**config.mk**
```make
export PLATFORM = sky130hd
export DESIGN_NAME = flash_byte_prog_ctrl
export DESIGN_NICKNAME = d
export VERILOG_FILES = /design/src/rtl/flash_byte_prog_ctrl_pkg.sv /design/src/rtl/flash_byte_prog_ctrl_byte_fifo.sv /design/src/rtl/flash_byte_prog_ctrl.sv
export SDC_FILE = /design/constraint.sdc
export NUM_CORES = 1
export LEC_CHECK = 0
export BUFFER_PORTS_ARGS = -buffer_cell sky130_fd_sc_hd__buf_2
export CORE_MARGIN = 3
export CORE_UTILIZATION = 25
export DETAILED_ROUTE_END_ITERATION = 6
export GPL_TIMING_DRIVEN = 0
export HOLD_SLACK_MARGIN = 0.03
export SYNTH_ARGS = -nofsm -noshare
export SYNTH_HDL_FRONTEND = slang
export SYNTH_SLANG_ARGS = --single-unit
```
**constraint.sdc**
```tcl
create_clock -name sys_clk -period 4.6 [get_ports sys_clk]
set_input_delay 0.92 -clock sys_clk [delete_from_list [all_inputs] [get_ports sys_clk]]
set_output_delay 0.92 -clock sys_clk [all_outputs]
set_load 0.005 [all_outputs]
```
**src/rtl/flash_byte_prog_ctrl_pkg.sv**
```systemverilog
// Shared opcodes, FSM encoding and SPI frame layout for the UART-to-flash byte programmer.
package flash_byte_prog_ctrl_pkg;

  localparam logic [7:0] CMD_WREN = 8'h06;
  localparam logic [7:0] CMD_PP   = 8'h02;
  localparam logic [7:0] CMD_SE   = 8'hD8;

  localparam int unsigned ADDR_W    = 24;
  localparam int unsigned FRAME_W   = 40;
  localparam int unsigned BIT_CNT_W = 6;

  typedef enum logic [2:0] {
    S_IDLE    = 3'd0,
    S_WREN    = 3'd1,
    S_GAP     = 3'd2,
    S_PROG    = 3'd3,
    S_WAIT    = 3'd4,
    S_SE      = 3'd5,
    S_SE_WAIT = 3'd6
  } state_e;

  // Longest frame, left-aligned: shorter commands shift out only their leading bits.
  typedef struct packed {
    logic [7:0]        op;
    logic [ADDR_W-1:0] addr;
    logic [7:0]        data;
  } frame_t;

endpackage

```
**src/rtl/flash_byte_prog_ctrl_byte_fifo.sv**
```systemverilog
// Synchronous byte FIFO; rd_data is registered and valid the cycle after rd_en.
module byte_fifo #(
  parameter int unsigned DW = 8,
  parameter int unsigned AW = 4
) (
  input  logic          clk,
  input  logic          rst_n,
  input  logic          wr_en,
  input  logic [DW-1:0] wr_data,
  input  logic          rd_en,
  output logic [DW-1:0] rd_data,
  output logic          full,
  output logic          empty
);

  localparam int unsigned PW = AW + 1;

  logic [DW-1:0] mem [2**AW];
  logic [PW-1:0] wptr;
  logic [PW-1:0] rptr;
  logic          do_wr;
  logic          do_rd;

  assign do_wr = wr_en && !full;
  assign do_rd = rd_en && !empty;
  assign empty = (wptr == rptr);
  assign full  = (wptr[AW] != rptr[AW]) && (wptr[AW-1:0] == rptr[AW-1:0]);

  always_ff @(posedge clk) begin
    if (do_wr) mem[wptr[AW-1:0]] <= wr_data;
  end

  always_ff @(posedge clk) begin
    if (!rst_n) begin
      wptr    <= '0;
      rptr    <= '0;
      rd_data <= '0;
    end else begin
      if (do_wr) wptr <= wptr + PW'(1);
      if (do_rd) begin
        rd_data <= mem[rptr[AW-1:0]];
        rptr    <= rptr + PW'(1);
      end
    end
  end

endmodule

```
**src/rtl/flash_byte_prog_ctrl.sv**
```systemverilog
// Programs each received UART byte into SPI NOR flash at consecutive addresses (WREN + PAGE PROGRAM).
// Define FLASH_SE_EN to sector-erase START_ADDR once before the first byte after reset.
module flash_byte_prog_ctrl
  import flash_byte_prog_ctrl_pkg::*;
#(
`ifdef FLASH_SE_EN
  parameter int unsigned        T_SE_CYC   = 150_000_000,
`endif
  parameter logic [ADDR_W-1:0]  START_ADDR = 24'h00_0000,
  parameter int unsigned        FIFO_AW    = 4,
  parameter int unsigned        CS_GAP_CYC = 8,
  parameter int unsigned        T_PP_CYC   = 50_000
) (
  input  logic       sys_clk,
  input  logic       sys_rst_n,
  input  logic       pi_flag,
  input  logic [7:0] pi_data,
  output logic       sck,
  output logic       cs_n,
  output logic       mosi,
  output logic       busy,
  output logic       ovf
);

  localparam int unsigned WAIT_MAX0 = (T_PP_CYC > CS_GAP_CYC) ? T_PP_CYC : CS_GAP_CYC;
`ifdef FLASH_SE_EN
  localparam int unsigned WAIT_MAX  = (T_SE_CYC > WAIT_MAX0) ? T_SE_CYC : WAIT_MAX0;
`else
  localparam int unsigned WAIT_MAX  = WAIT_MAX0;
`endif
  localparam int unsigned WAIT_W    = ($clog2(WAIT_MAX) < 1) ? 1 : $clog2(WAIT_MAX);

  state_e               state, state_d;
  logic                 flag_r;
  logic [7:0]           byte_r;
  logic [7:0]           data_r;
  logic                 full, empty;
  logic                 pop_c;
  logic [1:0]           ph;
  logic [BIT_CNT_W-1:0] bit_cnt;
  logic [FRAME_W-1:0]   sr;
  logic [WAIT_W-1:0]    wait_cnt;
  logic [ADDR_W-1:0]    addr;
  logic                 last_bit_c;
  logic                 ld_frame, end_frame, ld_wait, addr_inc;
  frame_t               word_d;
  logic [BIT_CNT_W-1:0] bits_d;
  logic [WAIT_W-1:0]    wait_d;
`ifdef FLASH_SE_EN
  logic                 se_done;
  logic                 se_set;
`endif

  // Received bytes are registered once before entering the FIFO.
  byte_fifo #(.DW(8), .AW(FIFO_AW)) u_fifo (
    .clk     (sys_clk),
    .rst_n   (sys_rst_n),
    .wr_en   (flag_r && !full),
    .wr_data (byte_r),
    .rd_en   (pop_c),
    .rd_data (data_r),
    .full    (full),
    .empty   (empty)
  );

  assign last_bit_c = (ph == 2'd3) && (bit_cnt == '0);

  always_ff @(posedge sys_clk) begin
    if (!sys_rst_n) state <= S_IDLE;
    else            state <= state_d;
  end

  // Sequencing: frame loads, wait loads and state transitions.
  always_comb begin
    state_d   = state;
    pop_c     = 1'b0;
    ld_frame  = 1'b0;
    end_frame = 1'b0;
    ld_wait   = 1'b0;
    addr_inc  = 1'b0;
    word_d    = '0;
    bits_d    = '0;
    wait_d    = '0;
`ifdef FLASH_SE_EN
    se_set    = 1'b0;
`endif
    case (state)
      S_IDLE: if (!empty) begin
        pop_c    = 1'b1;
        ld_frame = 1'b1;
        word_d   = '{op: CMD_WREN, addr: '0, data: '0};
        bits_d   = BIT_CNT_W'(7);
        state_d  = S_WREN;
      end
      S_WREN: if (last_bit_c) begin
        end_frame = 1'b1;
        ld_wait   = 1'b1;
        wait_d    = WAIT_W'(CS_GAP_CYC - 1);
        state_d   = S_GAP;
      end
      S_GAP: if (wait_cnt == '0) begin
        ld_frame = 1'b1;
`ifdef FLASH_SE_EN
        if (!se_done) begin
          word_d  = '{op: CMD_SE, addr: addr, data: '0};
          bits_d  = BIT_CNT_W'(31);
          state_d = S_SE;
        end else
`endif
        begin
          word_d  = '{op: CMD_PP, addr: addr, data: data_r};
          bits_d  = BIT_CNT_W'(39);
          state_d = S_PROG;
        end
      end
      S_PROG: if (last_bit_c) begin
        end_frame = 1'b1;
        ld_wait   = 1'b1;
        wait_d    = WAIT_W'(T_PP_CYC - 1);
        state_d   = S_WAIT;
      end
      S_WAIT: if (wait_cnt == '0) begin
        addr_inc = 1'b1;
        state_d  = S_IDLE;
      end
`ifdef FLASH_SE_EN
      S_SE: if (last_bit_c) begin
        end_frame = 1'b1;
        ld_wait   = 1'b1;
        wait_d    = WAIT_W'(T_SE_CYC - 1);
        state_d   = S_SE_WAIT;
      end
      S_SE_WAIT: if (wait_cnt == '0) begin
        se_set   = 1'b1;
        ld_frame = 1'b1;
        word_d   = '{op: CMD_WREN, addr: '0, data: '0};
        bits_d   = BIT_CNT_W'(7);
        state_d  = S_WREN;
      end
`endif
      default: state_d = S_IDLE;
    endcase
  end

  // SPI pins, counters, address and status; sck high in ph 2,3, mosi changes entering ph 0.
  always_ff @(posedge sys_clk) begin
    if (!sys_rst_n) begin
      flag_r   <= 1'b0;
      byte_r   <= '0;
      ovf      <= 1'b0;
      busy     <= 1'b0;
      cs_n     <= 1'b1;
      sck      <= 1'b0;
      mosi     <= 1'b0;
      ph       <= '0;
      bit_cnt  <= '0;
      sr       <= '0;
      wait_cnt <= '0;
      addr     <= START_ADDR;
`ifdef FLASH_SE_EN
      se_done  <= 1'b0;
`endif
    end else begin
      flag_r <= pi_flag;
      byte_r <= pi_data;
      if (flag_r && full) ovf <= 1'b1;
      busy <= (state_d != S_IDLE) || !empty || flag_r;

      if (ld_frame) begin
        cs_n    <= 1'b0;
        sck     <= 1'b0;
        ph      <= '0;
        mosi    <= word_d.op[7];
        sr      <= {word_d[FRAME_W-2:0], 1'b0};
        bit_cnt <= bits_d;
      end else if (end_frame) begin
        cs_n <= 1'b1;
        sck  <= 1'b0;
        ph   <= '0;
      end else if (!cs_n) begin
        ph  <= ph + 2'd1;
        sck <= (ph == 2'd1) || (ph == 2'd2);
        if (ph == 2'd3) begin
          mosi    <= sr[FRAME_W-1];
          sr      <= {sr[FRAME_W-2:0], 1'b0};
          bit_cnt <= bit_cnt - BIT_CNT_W'(1);
        end
      end

      if (ld_wait)              wait_cnt <= wait_d;
      else if (wait_cnt != '0)  wait_cnt <= wait_cnt - WAIT_W'(1);

      if (addr_inc) addr <= addr + ADDR_W'(1);
`ifdef FLASH_SE_EN
      if (se_set) se_done <= 1'b1;
`endif
    end
  end

endmodule

```
==> results.tsv, run 1 <==
metric	value	unit
clock slew at reported path FFs	0.06	ns
Synthesized Nets	859	
Residual DRC	0	
Max-cap violations	0	
cell taking the most area after synthesis	edfxtp_1	
Post-Syn Instances	837	
RSZ-0062 raised after global routing	false	
flop-to-flop setup slack	1.25	ns
Rows	74	
WS Path Type	flip-flop to flip-flop	
R2R depth	6	
chip height	211.3	um
crit path DAT	3.48	ns
hold buffers post-CTS	0	
clock root buffer	clkbuf_16	
area fraction in and, or, nand and nor cells after synthesis	12.42	%
GRT busiest layer	met2	
status	completed	
WL/cell	16.32	um
M3 GR Usage	1.408	%
post-synthesis xor/xnor area fraction	2.743	%
post-layout min period	3.348	ns
Warnings, synthesis	0	
final setup fails	0	
Tcrit/Tclk final	72.78	%
multiplexer share of the synthesized area	7.326	%
Final Total Pwr	6.860	mW
postcts setup bufs	0	
RD Place Congestion	0.7931	
Syn Area/Cell	12.59	sq um
largest family of logic cells by synthesized area	compound AO/OA/AOI/OAI gates	
via-per-instance ratio	4.810	
Hold Path Origin	sr[36]$_SDFFE_PN0P_	
DIE AREA	44650	sq um
H-tree Lvls	1	
first-pass GRT wire length	37660	um
initial antenna violation count	0	
EDFF count, synth	128	
area of the multi-input gates	3946	sq um
clk_lat worst skew	0.52	ns
post-synth cell types	58	
share of post-route cells with drive strength above 1	16.29	%
n_diodes	0	
Synth top area share	36.48	%
leakage	3.882	nW
Async S/R FF share, synth	0	%
CTS Buffer Depth	3	
gr usage total	10.32	%
nets	900	
Die Wd	211.3	um
Routed WL	23300	um
Starting DRT DRC Count	588	
top-count cell post-synth	edfxtp_1	
CP max FO	8	
Min Hold Slack	0.4561	ns
TritonCTS Buffers	24	
Peak VDD IR	0.2775	mV
total negative setup slack	0	ns
Worst EP required	4.73	ns
# port buffers	15	
Clock Sink Count	249	
final count of hold timing violations	0	
Hold Path Class	flip-flop to flip-flop	
top post-synthesis cells by count	edfxtp_1 (128), dfxtp_1 (121), nand2_1 (94)	
M1 GR Usage	14.07	%
first drt pass iteration count	5	
Synth Register Bits	249	
CP startpoint kind	flip-flop	
Initial Util	25.58	%
Via Count	6868	
final setup margin	1.252	ns
Pwr Density	560.4	nW/um^2
largest net degree at the start of global routing	17	
sequential cell area	6266	sq um
Adder-Cell Fraction of Synth Area	1.306	%
vias in the first global route	6804	
Max Slew Vio Count	0	
antenna-violating nets left	0	
CTS tree	done	
Synth area leaders	edfxtp_1 (36%), dfxtp_1 (23%), mux4_2 (6.8%)	
Hold Path Stages	2	
core area	41200	sq um
Tightest Pin Transition	1.339	ns
Gates resized, CTS repair	0	
Compound-Gate Fraction of Synth Area	13.65	%
crit end category	flip-flop	
Crit. Startpoint	u_fifo.rptr[0]$_SDFFE_PN0P_	
Post-Syn Area	10540	sq um
Filler cells	4122	
total gr overflow	0	
Final Util	29.71	%
register area share after synthesis	59.46	%
met2 Usage GRT	17.00	%
Synth Flop Type	edfxtp_1	
RR Endpoint	u_fifo.mem[0][4]$_DFFE_PP_	
clk_skew	0.008282	ns
Worst slew margin	10.05	%
dpl ws	1.201	ns
Layout area overhead	16.17	%
# IOs	16	
worst r2r src	u_fifo.rptr[0]$_SDFFE_PN0P_	
hpwl dp	15690	um
Hold EP	sr[36]$_SDFFE_PN0P_	
Max Fclk	298.7	MHz
## critical path: stages (launching register included)
cell and delay (ns):
dfxtp_1 0.33, clkbuf_1 0.48, xnor2_1 0.16, and4_1 0.25
a21boi_1 0.43, nand2_1 0.24, nor3_1 1.06
## metrics by stage
| step | area (sq um) | std cells |
|---|---|---|
| after global routing | 12240 | 1428 |
| after detailed placement | 11280 | 1384 |
| final | 12240 | 1428 |
| after global placement | 11280 | 1384 |
| after CTS | 12240 | 1428 |
| after floorplan | 10540 | 837 |
## worst max path at each step
stage,end,slack [ns],depth (start not counted)
finish,u_fifo.mem[0][4]$_DFFE_PP_,1.25,6
global route,u_fifo.mem[1][3]$_DFFE_PP_,0.96,6
CTS,u_fifo.mem[0][1]$_DFFE_PP_,1.19,6
detailed placement,u_fifo.mem[0][6]$_DFFE_PP_,1.20,6
global placement,u_fifo.mem[0][4]$_DFFE_PP_,1.29,6
floorplan,u_fifo.mem[0][0]$_DFFE_PP_,2.13,6
## placed cells by master, fill, tap and decap left out, types with 6 or more instances in the layout
cell type | Yosys | final
edfxtp_1 | 128 | 128
dfxtp_1 | 121 | 121
nand2_1 | 94 | 94
a21oi_1 | 50 | 50
nor2_1 | 42 | 42
clkbuf_1 | 35 | 36
mux4_2 | 32 | 32
o2111ai_1 | 31 | 31
o21ai_0 | 29 | 29
a2bb2oi_2 | 29 | 29
clkbuf_16 | 0 | 24
buf_2 | 7 | 22
or3_1 | 20 | 20
xnor2_1 | 17 | 17
nand3_1 | 17 | 17
inv_1 | 16 | 16
xor2_1 | 16 | 16
a22oi_1 | 16 | 16
and2_1 | 15 | 15
nand4_1 | 11 | 11
nor3_1 | 11 | 11
ha_1 | 11 | 11
or4_1 | 9 | 9
bufinv_16 | 0 | 8
nor4_1 | 6 | 6
buf_6 | 6 | 6
## logic make-up (layout without fill, tap and decap cells)
kind of cell	after synthesis	after routing
multiplexers	37	37
flip-flops	249	249
XOR/XNOR	33	33
AO/OA/AOI/OAI	182	182
AND/OR/NAND/NOR	255	255
buffers and inverters	70	129
adder cells (fa/ha/maj)	11	11
## power breakdown
part / internal (mW) / switching [mW]
Clock: 1.49 / 0.854
Sequential: 2.61 / 0.220
Combinational: 0.808 / 0.877
Total: 4.91 / 1.95
## state kept, by name, summed over array words and instances, names as in the netlist, 3 cells and up
register and cells:
u_fifo.mem 128, sr 39, addr 24, wait_cnt 16, byte_r 8, u_fifo.rd_data 8, bit_cnt 6, u_fifo.rptr 5
u_fifo.wptr 5, state 3
## layout make-up
cell class	count	area share (%)
Clock buffer	30	5.499
Multi-Input combinational cell	518	32.24
Inverter	16	0.4906
Timing Repair Buffer	15	0.6132
Buffer	54	2.167
Tap cell	532	5.437
Clock inverter	14	2.371
Sequential cell	249	51.19
## per-layer routing
layer / part of all wire, % / vias up
met3: 4.5 / 45
met1: 46 / 3414
li1: - / 3265
met4: 3.0 / 0
met5: 0 / -
met2: 47 / 144
Note: power is estimated with default switching activity, not from simulation.
==> inputs of run 2 (changes only) <==
==> constraint.sdc (replaced) <==
create_clock -name sys_clk -period 3.2 [get_ports sys_clk]
set_input_delay 0.64 -clock sys_clk [delete_from_list [all_inputs] [get_ports sys_clk]]
set_output_delay 0.64 -clock sys_clk [all_outputs]
set_load 0.005 [all_outputs]
==> results.tsv, run 2 (synthesis results as in run 1) <==
metric	value	unit	change
vias in the first global route	6791		was 6,804
hold buffers post-CTS	0		unchanged
Pint	7.059	mW	was 4.909 mW
first drt pass iteration count	5		unchanged
Layout area overhead	16.49	%	was 16.17%
P_sw	2.812	mW	was 1.951 mW
Tcrit/Tclk final	92.82	%	was 72.78%
cell count after placement	1384		unchanged
Routed WL	23350	um	was 23,300 um
Starting DRT DRC Count	616		was 588
# IOs	16		unchanged
Initial Util	25.58	%	unchanged
Max Slew Vio Count	0		unchanged
Min Hold Slack	0.3185	ns	was 0.4561 ns
TritonCTS Buffers	24		unchanged
CP startpoint kind	flip-flop		unchanged
Pwr Density	804.1	nW/um^2	was 560.4 nW/um^2
Max Used Layer	met4		unchanged
core area	41200	sq um	unchanged
hpwl dp	15690	um	unchanged
first-pass GRT wire length	37650	um	was 37,660 um
Die Wd	211.3	um	unchanged
flop-to-flop setup slack	0.23	ns	was 1.25 ns
Worst EP required	3.35	ns	was 4.73 ns
WS Path Type	flip-flop to flip-flop		unchanged
postcts setup bufs	0		unchanged
combinational share of power	24.6	%	about the same
Residual DRC	0		unchanged
CTS Buffer Depth	3		unchanged
gr usage total	10.32	%	about the same
Reg power frac	41.2	%	about the same
via-per-instance ratio	4.789		was 4.810
crit end category	flip-flop		unchanged
clk_skew	0.01090	ns	was 0.008282 ns
final setup fails	0		unchanged
Tightest Pin Transition	1.218	ns	was 1.339 ns
most frequent cells in the layout	edfxtp_1 (128), dfxtp_1 (121), nand2_1 (94), a21oi_1 (50), nor2_1 (39)		was edfxtp_1 (128), dfxtp_1 (121), nand2_1 (94), a21oi_1 (50), nor2_1 (42)
Peak VDD IR	0.4036	mV	was 0.2775 mV
WL/cell	16.35	um	was 16.32 um
Via Count	6839		was 6,868
# port buffers	15		unchanged
final count of hold timing violations	0		unchanged
Rows	74		unchanged
Max-cap violations	0		unchanged
CP max FO	8		unchanged
nets	900		unchanged
chip height	211.3	um	unchanged
wl on met1	10600	um	was 10,610 um
sw frac	28.49	%	was 28.44%
share of post-route cells with drive strength above 1	17.19	%	was 16.29%
met3 routed wirelength	1084	um	was 1039 um
metal2 WL	10950	um	was 10,940 um
H-tree Lvls	1		unchanged
crit path DAT	3.12	ns	was 3.48 ns
CTS tree	done		unchanged
RD Place Congestion	0.7931		unchanged
Hold Path Class	input pin to flip-flop		was flip-flop to flip-flop
n_diodes	0		unchanged
clock root buffer	clkbuf_16		unchanged
RSZ-0062 raised after global routing	true		was false
leakage	3.898	nW	was 3.882 nW
clock share of power	34.2	%	about the same
total gr overflow	0		unchanged
Max Fclk	336.7	MHz	was 298.7 MHz
initial antenna violation count	0		unchanged
antenna-violating nets left	0		unchanged
commonest non-fill, non-tap cell in the layout	edfxtp_1		unchanged
Clock Sink Count	249		unchanged
post-layout min period	2.970	ns	was 3.348 ns
largest net degree at the start of global routing	17		unchanged
clock slew at reported path FFs	0.06	ns	about the same
max reg flops	128		unchanged
DIE AREA	44650	sq um	unchanged
clk_lat worst skew	0.52	ns	about the same
status	completed		unchanged
non-filler cells, final	1428		unchanged
Worst slew margin	18.15	%	was 10.05%
run 2: layer usage:
layer | GRT usage (%) | vias up
met5 | 0 | -
met4 | 3.487 | 0
met3 | 1.378 | 46
met2 | 16.96 | 138
met1 | 14.13 | 3391
li1 | - | 3264
run 2: layout make-up:
class	instances	area [sq um]
Buffer	54	265.3
Clock inverter	14	290.3
Tap cell	532	665.6
Inverter	16	60.06
Fill cell	4118	28930
Sequential cell	249	6266
Timing Repair Buffer	15	75.07
Clock buffer	30	673.1
Multi-Input combinational cell	518	3980
run 2: repair_timing:
item,4_1_cts,5_1_grt
gates resized for setup,4,5
setup endpoints to repair,49,68
pin swaps,0,0
gates cloned,0,0
run 2: path summary, 6_finish.rpt:
kind,start,to,cells past startpoint
max,u_fifo.rptr[0]$_SDFFE_PN0P_,u_fifo.mem[14][6]$_DFFE_PP_,6
max reg2reg,u_fifo.rptr[0]$_SDFFE_PN0P_,u_fifo.mem[14][6]$_DFFE_PP_,6
min reg2reg,sr[38]$_SDFFE_PN0P_,sr[39]$_SDFFE_PN0P_,2
min,pi_data[1],byte_r[1]$_SDFF_PN0_,2
run 2: power by group through the flow:
stage	Sequential (mW)	Clock, mW	Combinational [mW]
final	4.07	3.38	2.43
after global routing	4.11	3.56	2.65
after CTS	4.06	3.43	2.44
after detailed placement	4.13	0	2.42
after global placement	4.11	0	2.38
after floorplan	4.05	0	1.94
run 2: critical path, stage by stage (launching register included):
cell and delay (ns):
dfxtp_1 0.33, clkbuf_1 0.47, xnor2_1 0.16, and4_1 0.25
a21boi_1 0.43, nand2_1 0.27, nor2_1 0.67
run 2: through the flow:
step | utilization (%) | setup TNS (ns) | cell area, sq um | worst slack, ns | total power, mW
floorplan | - | 0 | 10540 | 0.7252 | 5.982
global placement | 27.37 | -2.320 | 11280 | -0.1092 | 6.497
detailed placement | 27.37 | -3.807 | 11280 | -0.1986 | 6.549
CTS | 29.75 | 0 | 12260 | 0.09415 | 9.942
global route | 29.79 | -0.2445 | 12280 | -0.02086 | 10.32
finish | 29.79 | 0 | 12280 | 0.2296 | 9.871
